File: config.mk
export PLATFORM = sky130hd
export DESIGN_NAME = exec_control_unit_flat
export DESIGN_NICKNAME = d
export VERILOG_FILES = /design/src/rtl/exec_control_unit_if.sv /design/src/rtl/exec_control_unit.sv /design/src/flat_wrapper.sv
export SDC_FILE = /design/constraint.sdc
export NUM_CORES = 1
export LEC_CHECK = 0
export ABC_AREA = 1
export ABC_CLOCK_PERIOD_IN_PS = 1450
export CORE_MARGIN = 10
export CORE_UTILIZATION = 35
export DETAILED_ROUTE_END_ITERATION = 8
export MAX_ROUTING_LAYER = met4
export PLACE_DENSITY = 0.69
export SLEW_MARGIN = 25
export SYNTH_ARGS = -nofsm -noshare
export SYNTH_HDL_FRONTEND = slang
export SYNTH_SLANG_ARGS = --single-unit
File: constraint.sdc
create_clock -name clk -period 1.45 [get_ports clk]
set_input_delay 0.2175 -clock clk [delete_from_list [all_inputs] [get_ports clk]]
set_output_delay 0.2175 -clock clk [all_outputs]
set_load 0.02 [all_outputs]
File: src/rtl/exec_control_unit_if.sv
// Bundle between the issue/control stage and its neighbours: instruction handshake,
// decoded ALU fields, NZCV flags in both directions and writeback strobes.
interface exec_control_unit_if;
    logic        instr_valid;
    logic        instr_ready;
    logic [31:0] instr_word;
    logic        cu_execute;
    logic [4:0]  alu_op;
    logic [3:0]  rn_addr;
    logic [3:0]  rm_addr;
    logic [3:0]  rd_addr;
    logic [3:0]  rs_addr;
    logic        imm_en;
    logic        s_en;
    logic        br_l;
    logic [1:0]  stype;
    logic [4:0]  imm_shift;
    logic [11:0] imm_operand;
    logic [23:0] br_offset_imm;
    logic        flag_n;
    logic        flag_z;
    logic        flag_c;
    logic        flag_v;
    logic        alu_n;
    logic        alu_z;
    logic        alu_c;
    logic        alu_v;
    logic        rd_we;
    logic        pc_we;
    logic        cond_skip;
    logic        undef;
    logic [1:0]  dbg_state;

    // The control unit itself.
    modport slave (
        input  instr_valid, instr_word, alu_n, alu_z, alu_c, alu_v,
        output instr_ready, cu_execute, alu_op, rn_addr, rm_addr, rd_addr, rs_addr,
               imm_en, s_en, br_l, stype, imm_shift, imm_operand, br_offset_imm,
               flag_n, flag_z, flag_c, flag_v, rd_we, pc_we, cond_skip, undef, dbg_state
    );

    // Instruction source plus ALU side.
    modport master (
        output instr_valid, instr_word, alu_n, alu_z, alu_c, alu_v,
        input  instr_ready, cu_execute, alu_op, rn_addr, rm_addr, rd_addr, rs_addr,
               imm_en, s_en, br_l, stype, imm_shift, imm_operand, br_offset_imm,
               flag_n, flag_z, flag_c, flag_v, rd_we, pc_we, cond_skip, undef, dbg_state
    );
endinterface

File: src/rtl/exec_control_unit.sv
// Non-pipelined issue/control stage ahead of the ALU: accepts one ARM instruction, decodes it,
// checks its condition against the owned NZCV register, strobes execute and then writeback.
module exec_control_unit #(
    parameter logic [3:0] FLAG_RST   = 4'b0000,
    parameter logic [4:0] UNDEF_CODE = 5'h1F,
    // Operation encodings shared with the ALU's Defines.v.
    parameter logic [4:0] OP_MOV_LAS = 5'h0D,
    parameter logic [4:0] OP_ADD     = 5'h04,
    parameter logic [4:0] OP_ADC     = 5'h05,
    parameter logic [4:0] OP_B       = 5'h10,
    parameter logic [4:0] OP_BX      = 5'h11,
    parameter logic [4:0] OP_ERET    = 5'h12
) (
    input logic           clk,
    input logic           rst,
    exec_control_unit_if.slave bus
);

    typedef enum logic [1:0] {
        S_IDLE      = 2'd0,
        S_DECODE    = 2'd1,
        S_EXECUTE   = 2'd2,
        S_WRITEBACK = 2'd3
    } state_t;

    state_t      state_q, state_d;
    logic [31:0] instr_q;
    logic [3:0]  nzcv_q;
    logic [4:0]  op_q;
    logic [3:0]  rn_q, rm_q, rd_q, rs_q;
    logic        imm_en_q, s_en_q, br_l_q;
    logic [1:0]  stype_q;
    logic [4:0]  imm_shift_q;
    logic [11:0] imm_operand_q;
    logic [23:0] br_offset_q;

    logic [4:0]  dec_op;
    logic        dec_undef;
    logic        cond_ok;
    logic        wb_is_alu;

    // Decode of the latched word, first match wins in the listed order.
    always_comb begin
        dec_op    = UNDEF_CODE;
        dec_undef = 1'b1;
        if (instr_q[27:4] == 24'h12FFF1) begin
            dec_op    = OP_BX;
            dec_undef = 1'b0;
        end else if (instr_q[27:0] == 28'h160006E) begin
            dec_op    = OP_ERET;
            dec_undef = 1'b0;
        end else if (instr_q[27:25] == 3'b101) begin
            dec_op    = OP_B;
            dec_undef = 1'b0;
        end else if (instr_q[27:26] == 2'b00) begin
            case (instr_q[24:21])
                4'b1101: begin dec_op = OP_MOV_LAS; dec_undef = 1'b0; end
                4'b0100: begin dec_op = OP_ADD;     dec_undef = 1'b0; end
                4'b0101: begin dec_op = OP_ADC;     dec_undef = 1'b0; end
                default: ;
            endcase
        end
    end

    always_comb begin
        cond_ok = 1'b1;
        case (instr_q[31:28])
            4'h0: cond_ok = nzcv_q[2];
            4'h1: cond_ok = !nzcv_q[2];
            4'h2: cond_ok = nzcv_q[1];
            4'h3: cond_ok = !nzcv_q[1];
            4'h4: cond_ok = nzcv_q[3];
            4'h5: cond_ok = !nzcv_q[3];
            4'h6: cond_ok = nzcv_q[0];
            4'h7: cond_ok = !nzcv_q[0];
            4'h8: cond_ok = nzcv_q[1] && !nzcv_q[2];
            4'h9: cond_ok = !nzcv_q[1] || nzcv_q[2];
            4'hA: cond_ok = (nzcv_q[3] == nzcv_q[0]);
            4'hB: cond_ok = (nzcv_q[3] != nzcv_q[0]);
            4'hC: cond_ok = !nzcv_q[2] && (nzcv_q[3] == nzcv_q[0]);
            4'hD: cond_ok = nzcv_q[2] || (nzcv_q[3] != nzcv_q[0]);
            default: cond_ok = 1'b1;
        endcase
    end

    assign wb_is_alu = (op_q == OP_MOV_LAS) || (op_q == OP_ADD) || (op_q == OP_ADC);

    // Handshake: a word transfers on a rising edge where instr_valid && instr_ready; ready is
    // high only in IDLE (and never during reset), so valid held high while busy is ignored.
    always_comb begin
        state_d         = state_q;
        bus.instr_ready = 1'b0;
        bus.cu_execute  = 1'b0;
        bus.rd_we       = 1'b0;
        bus.pc_we       = 1'b0;
        bus.cond_skip   = 1'b0;
        bus.undef       = 1'b0;
        if (!rst) begin
            case (state_q)
                S_IDLE: begin
                    bus.instr_ready = 1'b1;
                    if (bus.instr_valid) state_d = S_DECODE;
                end
                S_DECODE: begin
                    if (dec_undef) begin
                        bus.undef = 1'b1;
                        state_d   = S_IDLE;
                    end else if (!cond_ok) begin
                        bus.cond_skip = 1'b1;
                        state_d       = S_IDLE;
                    end else begin
                        state_d = S_EXECUTE;
                    end
                end
                S_EXECUTE: begin
                    bus.cu_execute = 1'b1;
                    state_d        = S_WRITEBACK;
                end
                S_WRITEBACK: begin
                    bus.rd_we = wb_is_alu;
                    bus.pc_we = !wb_is_alu;
                    state_d   = S_IDLE;
                end
                default: state_d = S_IDLE;
            endcase
        end
    end

    always_ff @(posedge clk) begin
        if (rst) state_q <= S_IDLE;
        else     state_q <= state_d;
    end

    always_ff @(posedge clk) begin
        if (rst)                                       instr_q <= '0;
        else if (state_q == S_IDLE && bus.instr_valid) instr_q <= bus.instr_word;
    end

    always_ff @(posedge clk) begin
        if (rst) begin
            op_q          <= '0;
            rn_q          <= '0;
            rm_q          <= '0;
            rd_q          <= '0;
            rs_q          <= '0;
            imm_en_q      <= 1'b0;
            s_en_q        <= 1'b0;
            br_l_q        <= 1'b0;
            stype_q       <= '0;
            imm_shift_q   <= '0;
            imm_operand_q <= '0;
            br_offset_q   <= '0;
        end else if (state_q == S_DECODE) begin
            op_q          <= dec_op;
            rn_q          <= instr_q[19:16];
            rm_q          <= instr_q[3:0];
            rd_q          <= instr_q[15:12];
            rs_q          <= instr_q[11:8];
            imm_en_q      <= instr_q[25];
            s_en_q        <= instr_q[20];
            br_l_q        <= instr_q[24];
            stype_q       <= instr_q[6:5];
            imm_shift_q   <= instr_q[11:7];
            imm_operand_q <= instr_q[11:0];
            br_offset_q   <= instr_q[23:0];
        end
    end

    // MOV leaves V alone; ADD/ADC take all four ALU flags.
    always_ff @(posedge clk) begin
        if (rst) begin
            nzcv_q <= FLAG_RST;
        end else if (state_q == S_WRITEBACK && wb_is_alu && s_en_q) begin
            nzcv_q[3:1] <= {bus.alu_n, bus.alu_z, bus.alu_c};
            if (op_q != OP_MOV_LAS) nzcv_q[0] <= bus.alu_v;
        end
    end

    assign bus.alu_op        = op_q;
    assign bus.rn_addr       = rn_q;
    assign bus.rm_addr       = rm_q;
    assign bus.rd_addr       = rd_q;
    assign bus.rs_addr       = rs_q;
    assign bus.imm_en        = imm_en_q;
    assign bus.s_en          = s_en_q;
    assign bus.br_l          = br_l_q;
    assign bus.stype         = stype_q;
    assign bus.imm_shift     = imm_shift_q;
    assign bus.imm_operand   = imm_operand_q;
    assign bus.br_offset_imm = br_offset_q;
    assign bus.flag_n        = nzcv_q[3];
    assign bus.flag_z        = nzcv_q[2];
    assign bus.flag_c        = nzcv_q[1];
    assign bus.flag_v        = nzcv_q[0];
    assign bus.dbg_state     = state_q;

endmodule

File: src/flat_wrapper.sv
// flat-port wrapper written by rule: the top's interface ports become plain ports
module exec_control_unit_flat 
#(
    parameter logic [3:0] FLAG_RST   = 4'b0000,
    parameter logic [4:0] UNDEF_CODE = 5'h1F,
                                                           
    parameter logic [4:0] OP_MOV_LAS = 5'h0D,
    parameter logic [4:0] OP_ADD     = 5'h04,
    parameter logic [4:0] OP_ADC     = 5'h05,
    parameter logic [4:0] OP_B       = 5'h10,
    parameter logic [4:0] OP_BX      = 5'h11,
    parameter logic [4:0] OP_ERET    = 5'h12
)
  (clk, rst, bus_instr_valid, bus_instr_word, bus_alu_n, bus_alu_z, bus_alu_c, bus_alu_v, bus_instr_ready, bus_cu_execute, bus_alu_op, bus_rn_addr, bus_rm_addr, bus_rd_addr, bus_rs_addr, bus_imm_en, bus_s_en, bus_br_l, bus_stype, bus_imm_shift, bus_imm_operand, bus_br_offset_imm, bus_flag_n, bus_flag_z, bus_flag_c, bus_flag_v, bus_rd_we, bus_pc_we, bus_cond_skip, bus_undef, bus_dbg_state);
  exec_control_unit_if bus_i ();
  input logic clk;
  input logic rst;
  input wire logic [$bits(bus_i.instr_valid)-1:0] bus_instr_valid;
  input wire logic [$bits(bus_i.instr_word)-1:0] bus_instr_word;
  input wire logic [$bits(bus_i.alu_n)-1:0] bus_alu_n;
  input wire logic [$bits(bus_i.alu_z)-1:0] bus_alu_z;
  input wire logic [$bits(bus_i.alu_c)-1:0] bus_alu_c;
  input wire logic [$bits(bus_i.alu_v)-1:0] bus_alu_v;
  output wire logic [$bits(bus_i.instr_ready)-1:0] bus_instr_ready;
  output wire logic [$bits(bus_i.cu_execute)-1:0] bus_cu_execute;
  output wire logic [$bits(bus_i.alu_op)-1:0] bus_alu_op;
  output wire logic [$bits(bus_i.rn_addr)-1:0] bus_rn_addr;
  output wire logic [$bits(bus_i.rm_addr)-1:0] bus_rm_addr;
  output wire logic [$bits(bus_i.rd_addr)-1:0] bus_rd_addr;
  output wire logic [$bits(bus_i.rs_addr)-1:0] bus_rs_addr;
  output wire logic [$bits(bus_i.imm_en)-1:0] bus_imm_en;
  output wire logic [$bits(bus_i.s_en)-1:0] bus_s_en;
  output wire logic [$bits(bus_i.br_l)-1:0] bus_br_l;
  output wire logic [$bits(bus_i.stype)-1:0] bus_stype;
  output wire logic [$bits(bus_i.imm_shift)-1:0] bus_imm_shift;
  output wire logic [$bits(bus_i.imm_operand)-1:0] bus_imm_operand;
  output wire logic [$bits(bus_i.br_offset_imm)-1:0] bus_br_offset_imm;
  output wire logic [$bits(bus_i.flag_n)-1:0] bus_flag_n;
  output wire logic [$bits(bus_i.flag_z)-1:0] bus_flag_z;
  output wire logic [$bits(bus_i.flag_c)-1:0] bus_flag_c;
  output wire logic [$bits(bus_i.flag_v)-1:0] bus_flag_v;
  output wire logic [$bits(bus_i.rd_we)-1:0] bus_rd_we;
  output wire logic [$bits(bus_i.pc_we)-1:0] bus_pc_we;
  output wire logic [$bits(bus_i.cond_skip)-1:0] bus_cond_skip;
  output wire logic [$bits(bus_i.undef)-1:0] bus_undef;
  output wire logic [$bits(bus_i.dbg_state)-1:0] bus_dbg_state;
  assign bus_i.instr_valid = bus_instr_valid;
  assign bus_i.instr_word = bus_instr_word;
  assign bus_i.alu_n = bus_alu_n;
  assign bus_i.alu_z = bus_alu_z;
  assign bus_i.alu_c = bus_alu_c;
  assign bus_i.alu_v = bus_alu_v;
  assign bus_instr_ready = bus_i.instr_ready;
  assign bus_cu_execute = bus_i.cu_execute;
  assign bus_alu_op = bus_i.alu_op;
  assign bus_rn_addr = bus_i.rn_addr;
  assign bus_rm_addr = bus_i.rm_addr;
  assign bus_rd_addr = bus_i.rd_addr;
  assign bus_rs_addr = bus_i.rs_addr;
  assign bus_imm_en = bus_i.imm_en;
  assign bus_s_en = bus_i.s_en;
  assign bus_br_l = bus_i.br_l;
  assign bus_stype = bus_i.stype;
  assign bus_imm_shift = bus_i.imm_shift;
  assign bus_imm_operand = bus_i.imm_operand;
  assign bus_br_offset_imm = bus_i.br_offset_imm;
  assign bus_flag_n = bus_i.flag_n;
  assign bus_flag_z = bus_i.flag_z;
  assign bus_flag_c = bus_i.flag_c;
  assign bus_flag_v = bus_i.flag_v;
  assign bus_rd_we = bus_i.rd_we;
  assign bus_pc_we = bus_i.pc_we;
  assign bus_cond_skip = bus_i.cond_skip;
  assign bus_undef = bus_i.undef;
  assign bus_dbg_state = bus_i.dbg_state;
  exec_control_unit #(.FLAG_RST(FLAG_RST), .UNDEF_CODE(UNDEF_CODE), .OP_MOV_LAS(OP_MOV_LAS), .OP_ADD(OP_ADD), .OP_ADC(OP_ADC), .OP_B(OP_B), .OP_BX(OP_BX), .OP_ERET(OP_ERET)) u_core (.clk(clk), .rst(rst), .bus(bus_i));
endmodule
* Yosys cells after proc, flatten, opt, wreduce, memory -nomap -nowiden
Cells that the tools add are included.
Cells by class: shifts and indexed selects 0, $mul 0, muxes and demuxes 30, div/mod/pow operators 0, reduce and logical (&&, ||, !) cells 19, order comparisons 0, $add $sub $neg 0, bitwise operators 0, eq/ne operators 29
Operators by type and width (number):
- $eq 28x25->1 const B | 1
- $eq 4x4->1 const B | 7
- $eq 24x21->1 const B | 1
- $eq 4x3->1 const B | 6
- $mux 1 | 20
- $mux 5 | 4
- $pmux 5 s3 | 1
- $pmux 1 s14 | 1
- $eq 5x3->1 const B | 2
- $eq 4x2->1 const B | 2
- $pmux 2 s4 | 1
- $mux 2 | 3
- $eq 5x4->1 const B | 1
- $logic_and 1x1->1 | 5
- $logic_not 1->1 | 5
- $ne 5x4->1 const B | 1
- $eq 2x2->1 const B | 2
- $eq 4x1->1 const B | 1
- $logic_not 2->1 | 2
- $logic_not 4->1 | 1
- $logic_or 1x1->1 | 4
- $eq 3x3->1 const B | 1
- $reduce_or 3->1 | 1
- $eq 2x1->1 const B | 1
- 4 further kinds | 4
Storage, ports and cells: RAM bits 0, bits in read-only memories 0, latch bits 0, bits of input ports 39, memories 0, flip-flop bits (word level) 105

* Logic depth before layout (Yosys ltp)
Gate-level depths: netlist of run 1.
depth after elaboration 10, mapped depth 11, gate-level depth less buffers 11

* Least setup slack after synthesis of run 1
No wires, ideal clock.
path kind register -> output, start register u_core.state_q[0], in the netlist u_core.bus.dbg_state[0], end output bus_undef, path slack -0.195 ns, data required time 1.233 ns, arrival 1.427 ns, buffers on the path 1, stages on the path, launching flop included 6, cells stage by stage dfxtp_1 -> inv_2 -> nor2_4 -> inv_2 -> buf_2 -> nor3_1
Between the ends: longest elaborated chain between the ends 3
RTL lines:
- start, declared | RTL line exec_control_unit.sv:26 | state_t state_q, state_d;
- start signal, assigned | RTL line exec_control_unit.sv:131 | else state_q <= state_d;
- $eq 2x1->1 | RTL line exec_control_unit.sv:99 | case (state_q)
- $mux 1 | RTL line exec_control_unit.sv:99
- $mux 1 | RTL line exec_control_unit.sv:98 | if (!rst) begin
- end, declared | RTL line flat_wrapper.sv:45 | output wire logic [$bits(bus_i.undef)-1:0] bus_undef;
Every way passes these cells.

* Final worst setup path of run 1
start register u_core.instr_q[21], end output bus_cond_skip
Between the ends: longest elaborated chain between the ends 10, elaborated cells on any way between the ends 14, those cells by class 5 x eq/ne; 8 x mux; 1 x reduce/logical
RTL lines:
- start, declared | RTL line exec_control_unit.sv:27 | logic [31:0] instr_q;
- start signal, assigned | RTL line exec_control_unit.sv:136 | else if (state_q == S_IDLE && bus.instr_valid) instr_q <= bus.instr_word;
- $eq 4x4->1 or $eq 4x3->1 (tied branches) | RTL line exec_control_unit.sv:56 | case (instr_q[24:21])
- $reduce_or 3->1 (no source line)
- $mux 1 | RTL line exec_control_unit.sv:56
- $mux 1 | RTL line exec_control_unit.sv:55 | end else if (instr_q[27:26] == 2'b00) begin
- $mux 1 | RTL line exec_control_unit.sv:52 | end else if (instr_q[27:25] == 3'b101) begin
- $mux 1 | RTL line exec_control_unit.sv:49 | end else if (instr_q[27:0] == 28'h160006E) begin
- $mux 1 (*) | RTL line exec_control_unit.sv:46 | if (instr_q[27:4] == 24'h12FFF1) begin
- $mux 1 (*) | RTL line exec_control_unit.sv:105 | if (dec_undef) begin
- $mux 1 (*) | RTL line exec_control_unit.sv:99
- $mux 1 (*) | RTL line exec_control_unit.sv:98
- end, declared | RTL line flat_wrapper.sv:44 | output wire logic [$bits(bus_i.cond_skip)-1:0] bus_cond_skip;
Mark *: on every way between the ends. The rest lies on a longest branch, timed or not.

==> results of run 1 <==
## cells in the mapped netlist (all sizes together)
master / instances / area (um2)
o21ai: 65 / 325
nor2: 109 / 422
nor3b: 1 / 12.5
nand3: 18 / 90.1
inv: 33 / 124
dfxtp: 69 / 1380
nand2: 52 / 200
nor3: 5 / 25.0
clkbuf: 4 / 17.5
buf: 52 / 377
and2: 2 / 12.5
a21oi: 36 / 180
nand4: 6 / 37.5
## repair_timing
item | CTS | global route
resized for setup | 139 | 56
pin swaps | 9 | 25
buffers inserted | 13 | 13
endpoints found under the setup margin | 79 | 39
## worst max-delay path by stage
stage | from | end | slack (ns) | depth (start not counted)
final | u_core.instr_q[21]$_SDFFE_PP0P_ | bus_cond_skip | -0.42 | 10
after global routing | u_core.instr_q[21]$_SDFFE_PP0P_ | bus_cond_skip | -0.56 | 10
after CTS | u_core.instr_q[29]$_SDFFE_PP0P_ | bus_cond_skip | -0.35 | 11
after detailed placement | u_core.instr_q[6]$_SDFFE_PP0P_ | bus_cond_skip | -0.58 | 8
after global placement | u_core.instr_q[0]$_SDFFE_PP0P_ | bus_cond_skip | -0.58 | 10
after floorplan | u_core.bus.dbg_state[0]$_SDFFE_PP0P_ | bus_undef | -0.03 | 5
## power by group through the flow
stage          Sequential [mW]  Clock (mW)  Combinational [mW]
2_1_floorplan             2.26           0               0.567
3_3_place_gp              2.18           0                1.22
3_5_place_dp              2.19           0                1.23
4_1_cts                   2.15        1.79                1.17
5_1_grt                   2.18        1.90                1.33
6_report                  2.16        1.75                1.22
## logic make-up (layout without fill, tap and decap cells)
logic type / count (synthesis) / count (layout) / synth area share
flops: 69 / 69 / 0.431
compound gates: 101 / 101 / 0.158
buf+inv: 89 / 256 / 0.162
simple gates: 193 / 193 / 0.250
## registers in the layout (all words and copies together), names as in the netlist, named ones only
| name | count |
|---|---|
| u_core.bus.alu_op | 5 |
| u_core.nzcv_q | 4 |
| u_core.bus.br_offset_imm | 12 |
| u_core.bus.rn_addr | 3 |
| u_core.bus.dbg_state | 1 |
| u_core.bus.rs_addr | 3 |
| u_core.instr_q | 32 |
| u_core.bus.rm_addr | 3 |
| u_core.bus.imm_en | 1 |
| u_core.bus.rd_addr | 3 |
| u_core.bus.br_l | 1 |
## metrics by stage
stage          TNS (ns)  instances  cell area (um2)
5_1_grt           -1.97        727             5150
3_5_place_dp     -19.09        691             4680
3_3_place_gp     -17.38        691             4680
2_1_floorplan   -0.0270        452             3220
4_1_cts           -1.48        720             4970
6_report          -1.25        727             5150
## metal layers
layer | vias up | GRT usage | part of all wire
met5 | - | - | 0
met4 | 0 | 0.0425 | 0.0088
met3 | 5 | 0.0372 | 0.055
met2 | 79 | 0.257 | 0.50
met1 | 1548 | 0.181 | 0.43
li1 | 1747 | - | -
## worst reg2reg max path, cell delays in order (launching register included)
cell	delay, ns
dfxtp_2	0.34
inv_2	0.05
nor2_4	0.13
nand3_2	0.09
nor2_2	0.09
nand3_2	0.13
buf_6	0.14
buf_6	0.10
buf_6	0.10
buf_6	0.10
buf_6	0.10
nand4_1	0.08
a21oi_1	0.08
## area by class of cell
type                            count  area, um2  share of cell area
Tap cell                          108        135              0.0263
Clock buffer                        9        124              0.0241
Inverter                           33        128              0.0248
Sequential cell                    69       1410               0.275
Timing Repair Buffer              207       1800               0.350
Clock inverter                      7       98.8              0.0192
Multi-Input combinational cell    294       1450               0.281
==> flow_summary.json, run 1 <==
{
  "initial_core_util": 0.364,
  "drc_errors": 0,
  "critPathLaunchType": "flip-flop",
  "period_needed_ns": 1.87,
  "cts_max_level": 3,
  "tightest_slew_ns": 0.550,
  "clkSinkCount": 69,
  "pwr-share-comb": 0.237,
  "synth.ff_latch_count": 69,
  "root_buffer": "clkbuf_8",
  "synth.avg_cell_area_um2": 7.09,
  "p_per_area_mw_per_mm2": 997,
  "swShare": 0.299,
  "final_common_cell": "nor2_1",
  "die_h_um": 116,
  "cts_tree": "built",
  "synth_cell_types": 22,
  "portBuffers": 117,
  "core_mm2": 0.00881,
  "grt_antenna_before_repair": 0,
  "fin_hold_ws_ns": 0.477,
  "path_common_cell": "nand2_1",
  "fill_cells": 831,
  "crit_chain": "buf_4, nand2_1, nor2_2, nand2_1, nor2_1, nand2_1, nand3_4, nand2_2, nor2_2, buf_6",
  "synth_nets": 491,
  "report.final.slew_viol_count": 0,
  "dieArea_mm2": 0.0134,
  "hold_path_class": "input port to flip-flop",
  "power_leakage_nw": 2.51,
  "slew_headroom": 0.634,
  "fmax_mhz": 535,
  "maxCapViolCount": 0,
  "grt_remaining_overflow": 0,
  "grt_max_degree": 65,
  "synth_cells": 452,
  "cts-buffers-inserted": 9,
  "diodes": 0,
  "slowest_delay_ns": 0.34,
  "path_buf_inv": 2,
  "seq_area_frac_synth": 0.431,
  "die_w_um": 116,
  "wl_um": 10500,
  "io_pins": 118,
  "drt_iter0_markers": 182,
  "first_global_vias": 3314,
  "end_kind": "primary output",
  "cp_top_family": "simple AND/OR/NAND/NOR gates",
  "reg2reg_slack_ns": -0.19,
  "firstDrtPassIters": 4,
  "drive_gt1_frac": 0.299,
  "crit_type": "flip-flop to primary output",
  "gp_congestion": 0.837,
  "worst_slack_ns": -0.420,
  "vias_per_cell": 4.65,
  "min_to": "u_core.instr_q[24]$_SDFFE_PP0P_",
  "setup_viol": 7,
  "rsz0062_at_grt": "yes",
  "rows": 34,
  "cp_slowest_cell": "dfxtp_2",
  "arrival_ns": 1.65,
  "violations": "negative setup slack",
  "syn_area_mm2": 0.00320,
  "ys_warn_count": 0,
  "mostFrequentLayoutCells": "nor2_1, buf_4, dlygate4sd2_1",
  "p_switching_mw": 1.54,
  "seq_power_share": 0.422,
  "finalHoldViolCount": 0,
  "fin_nets": 653,
  "hold_depth": 3,
  "via_count": 3379,
  "grt_usage": 0.154,
  "drtAntennaViolNets": 0,
  "grt_pass1_wl_um": 16200,
  "dpl_worst_slack_ns": -0.579,
  "cp_max_fo": 3,
  "clock_latency_ns": 0.34,
  "p_total_mw": 5.13,
  "skew_ns": 0.0105,
  "place_hpwl_um": 7650,
  "wire_per_inst_um": 14.4,
  "areaGrowthSynthToFinish_pct": 60.6,
  "fin_util": 0.585,
  "worstPathRequired_ns": 1.23,
  "min_from": "bus_instr_word[24]",
  "period_share": 1.29,
  "clk_pin_slew_ns": 0.08,
  "ff2ff_path_depth": 12,
  "ctsHoldBuffers": 0,
  "r2r-start": "u_core.instr_q[21]$_SDFFE_PP0P_",
  "max-vdd-ir-drop_mv": 0.653,
  "p_int_mw": 3.59,
  "power_frac_clock": 0.341,
  "cts_buffer_depth": 2,
  "run_status": "complete, but fails checks",
  "rr_endpoint": "u_core.bus.alu_op[3]$_SDFFE_PP0N_"
}
(Power assumes the default switching activity.)
==> run 2: changes to the inputs <==
Settings changed: HOLD_SLACK_MARGIN from default to 0.12.
==> results of run 2 <==
Same layout as run 1: the final DEF is identical, and so are final timing and power.
==> run 3: changes to the inputs <==
Settings changed: PLACE_DENSITY 0.69 to default, PLACE_DENSITY_LB_ADDON from default to 0.05.
==> flow_summary.json, run 3 (synthesis gave the netlist of run 1 again) <==
{
  "firstDrtPassIters": 4,
  "portBuffers": 117,
  "period_needed_ns": 1.77,
  "clkSinkCount": 69,
  "vias_per_cell": 4.62,
  "io_pins": 118,
  "root_buffer": "clkbuf_8",
  "seq_power_share": 0.408,
  "diodes": 0,
  "gp_congestion": 0.810,
  "power_leakage_nw": 2.49,
  "p_per_area_mw_per_mm2": 1030,
  "drt_iter0_markers": 170,
  "setup_viol": 4,
  "run_status": "complete, but fails checks",
  "hold_depth": 3,
  "maxCapViolCount": 0,
  "hold_path_class": "input port to flip-flop",
  "p_int_mw": 3.76,
  "rows": 34,
  "fin_util": 0.580,
  "cts-buffers-inserted": 9,
  "grt_pass1_wl_um": 15900,
  "final_common_cell": "nor2_1",
  "regMostFlops": "u_core.instr_q",
  "pwr-share-comb": 0.230,
  "critPathLaunchType": "flip-flop",
  "violations": "negative setup slack",
  "worst_slack_ns": -0.317,
  "largest_reg_flops": 32,
  "tns_ns": -0.689,
  "path_common_cell": "nor2_4",
  "dieArea_mm2": 0.0134,
  "grt_remaining_overflow": 0,
  "clock_latency_ns": 0.34,
  "drive_gt1_frac": 0.299,
  "crit_chain": "nor2_4, nand3_2, a21oi_2, nor2_4, nand3_4, nand2_2, nor2_2, buf_6",
  "grt_max_degree": 42,
  "place_hpwl_um": 7510,
  "die_h_um": 116,
  "areaGrowthSynthToFinish_pct": 59.5,
  "fin_nets": 649,
  "power_frac_clock": 0.363,
  "grt_antenna_before_repair": 0,
  "via_count": 3339,
  "cts_max_level": 3,
  "r2r-start": "u_core.bus.alu_op[4]$_SDFFE_PP0N_",
  "period_share": 1.22,
  "register_area_mm2": 0.00141,
  "first_global_vias": 3323,
  "initial_core_util": 0.364,
  "die_w_um": 116,
  "swShare": 0.286,
  "clk_pin_slew_ns": 0.07,
  "grt_usage": 0.152,
  "slowest_delay_ns": 0.35,
  "cts_tree": "built",
  "drtAntennaViolNets": 0,
  "wl_um": 9940,
  "startpoint": "u_core.instr_q[26]$_SDFFE_PP0P_",
  "mostFrequentLayoutCells": "nor2_1, buf_4, dlygate4sd2_1",
  "cp_max_fo": 3,
  "p_switching_mw": 1.51,
  "cp_slowest_cell": "dfxtp_1",
  "arrival_ns": 1.55,
  "min_to": "u_core.instr_q[12]$_SDFFE_PP0P_",
  "wire_per_inst_um": 13.7,
  "finalHoldViolCount": 0,
  "fmax_mhz": 566,
  "max-vdd-ir-drop_mv": 0.455,
  "min_from": "bus_instr_word[12]",
  "worstPathRequired_ns": 1.23,
  "core_mm2": 0.00881,
  "slew_headroom": 0.741,
  "ff2ff_path_depth": 8,
  "fill_cells": 885,
  "tightest_slew_ns": 0.389,
  "end_kind": "primary output",
  "rsz0062_at_grt": "yes",
  "drc_errors": 0,
  "reg2reg_slack_ns": 0.03,
  "cts_buffer_depth": 2,
  "rr_endpoint": "u_core.nzcv_q[3]$_SDFFE_PP0P_",
  "report.final.slew_viol_count": 0,
  "multi_input_area_mm2": 0.00145,
  "crit_type": "flip-flop to primary output",
  "skew_ns": 0.00560
}
run 3: cell count changes in the layout (fill, tap and decap cells not counted), moves of 3 or more:
| cell | change |
|---|---|
| buf_6 | -6 |
| buf_4 | +3 |
| o21ai_1 | +3 |
| dfxtp_1 | +3 |
| o21ai_2 | +3 |
| o21ai_0 | -6 |
| dfxtp_2 | -3 |
| nand2_2 | +3 |
run 3: final cells by class:
type,instances,area share
clock inverters,7,0.0240
well taps,108,0.0264
flip-flops and latches,69,0.276
multi-input cells,294,0.283
inverters,33,0.0247
repair buffers,203,0.341
clock buffers,9,0.0242
run 3: metrics by stage:
stage	hold WS (ns)	worst slack [ns]	power, mW	cell area (um2)	std cells
4_1_cts	0.459	-0.348	5.26	4920	713
3_3_place_gp	0.506	-0.533	3.40	4670	690
5_1_grt	0.484	-0.449	5.53	5110	723
6_report	0.464	-0.317	5.27	5110	723
2_1_floorplan	0.347	-0.0270	2.83	3220	452
3_5_place_dp	0.513	-0.563	3.41	4670	690
run 3: what timing repair did:
action                     4_1_cts  5_1_grt
pin swaps                       15       18
setup buffers                    7       10
setup endpoints to repair       79       19
hold buffers                     0        0
gates resized for setup        133       60
run 3: metal layers:
layer	share of wire	GRT usage
met1	0.47	0.183
met2	0.47	0.248
met3	0.060	0.0393
met4	0.0070	0.0425
met5	0	-
run 3: power by group through the flow:
stage                     combinational (mW)  sequential [mW]  clock [mW]
after CTS                               1.17             2.14        1.96
after global routing                    1.33             2.17        2.03
after floorplan                        0.567             2.26           0
after detailed placement                1.22             2.18           0
final                                   1.21             2.15        1.91
after global placement                  1.22             2.18           0
run 3: worst max-delay path by stage:
stage / endpoint / slack [ns] / cells after the start
floorplan: bus_undef / -0.03 / 5
global placement: bus_cu_execute / -0.53 / 5
detailed placement: bus_cond_skip / -0.56 / 9
CTS: bus_cond_skip / -0.35 / 9
global route: bus_cond_skip / -0.45 / 8
finish: bus_cond_skip / -0.32 / 8
run 3: critical path: cells and delay by family, from the launching register on:
kind                   cells  cell delay (ns)
and+or+nand+nor            6             0.55
AOI/OAI and AO/OA          1             0.19
buffers and inverters      1             0.13
DFF                        1             0.35
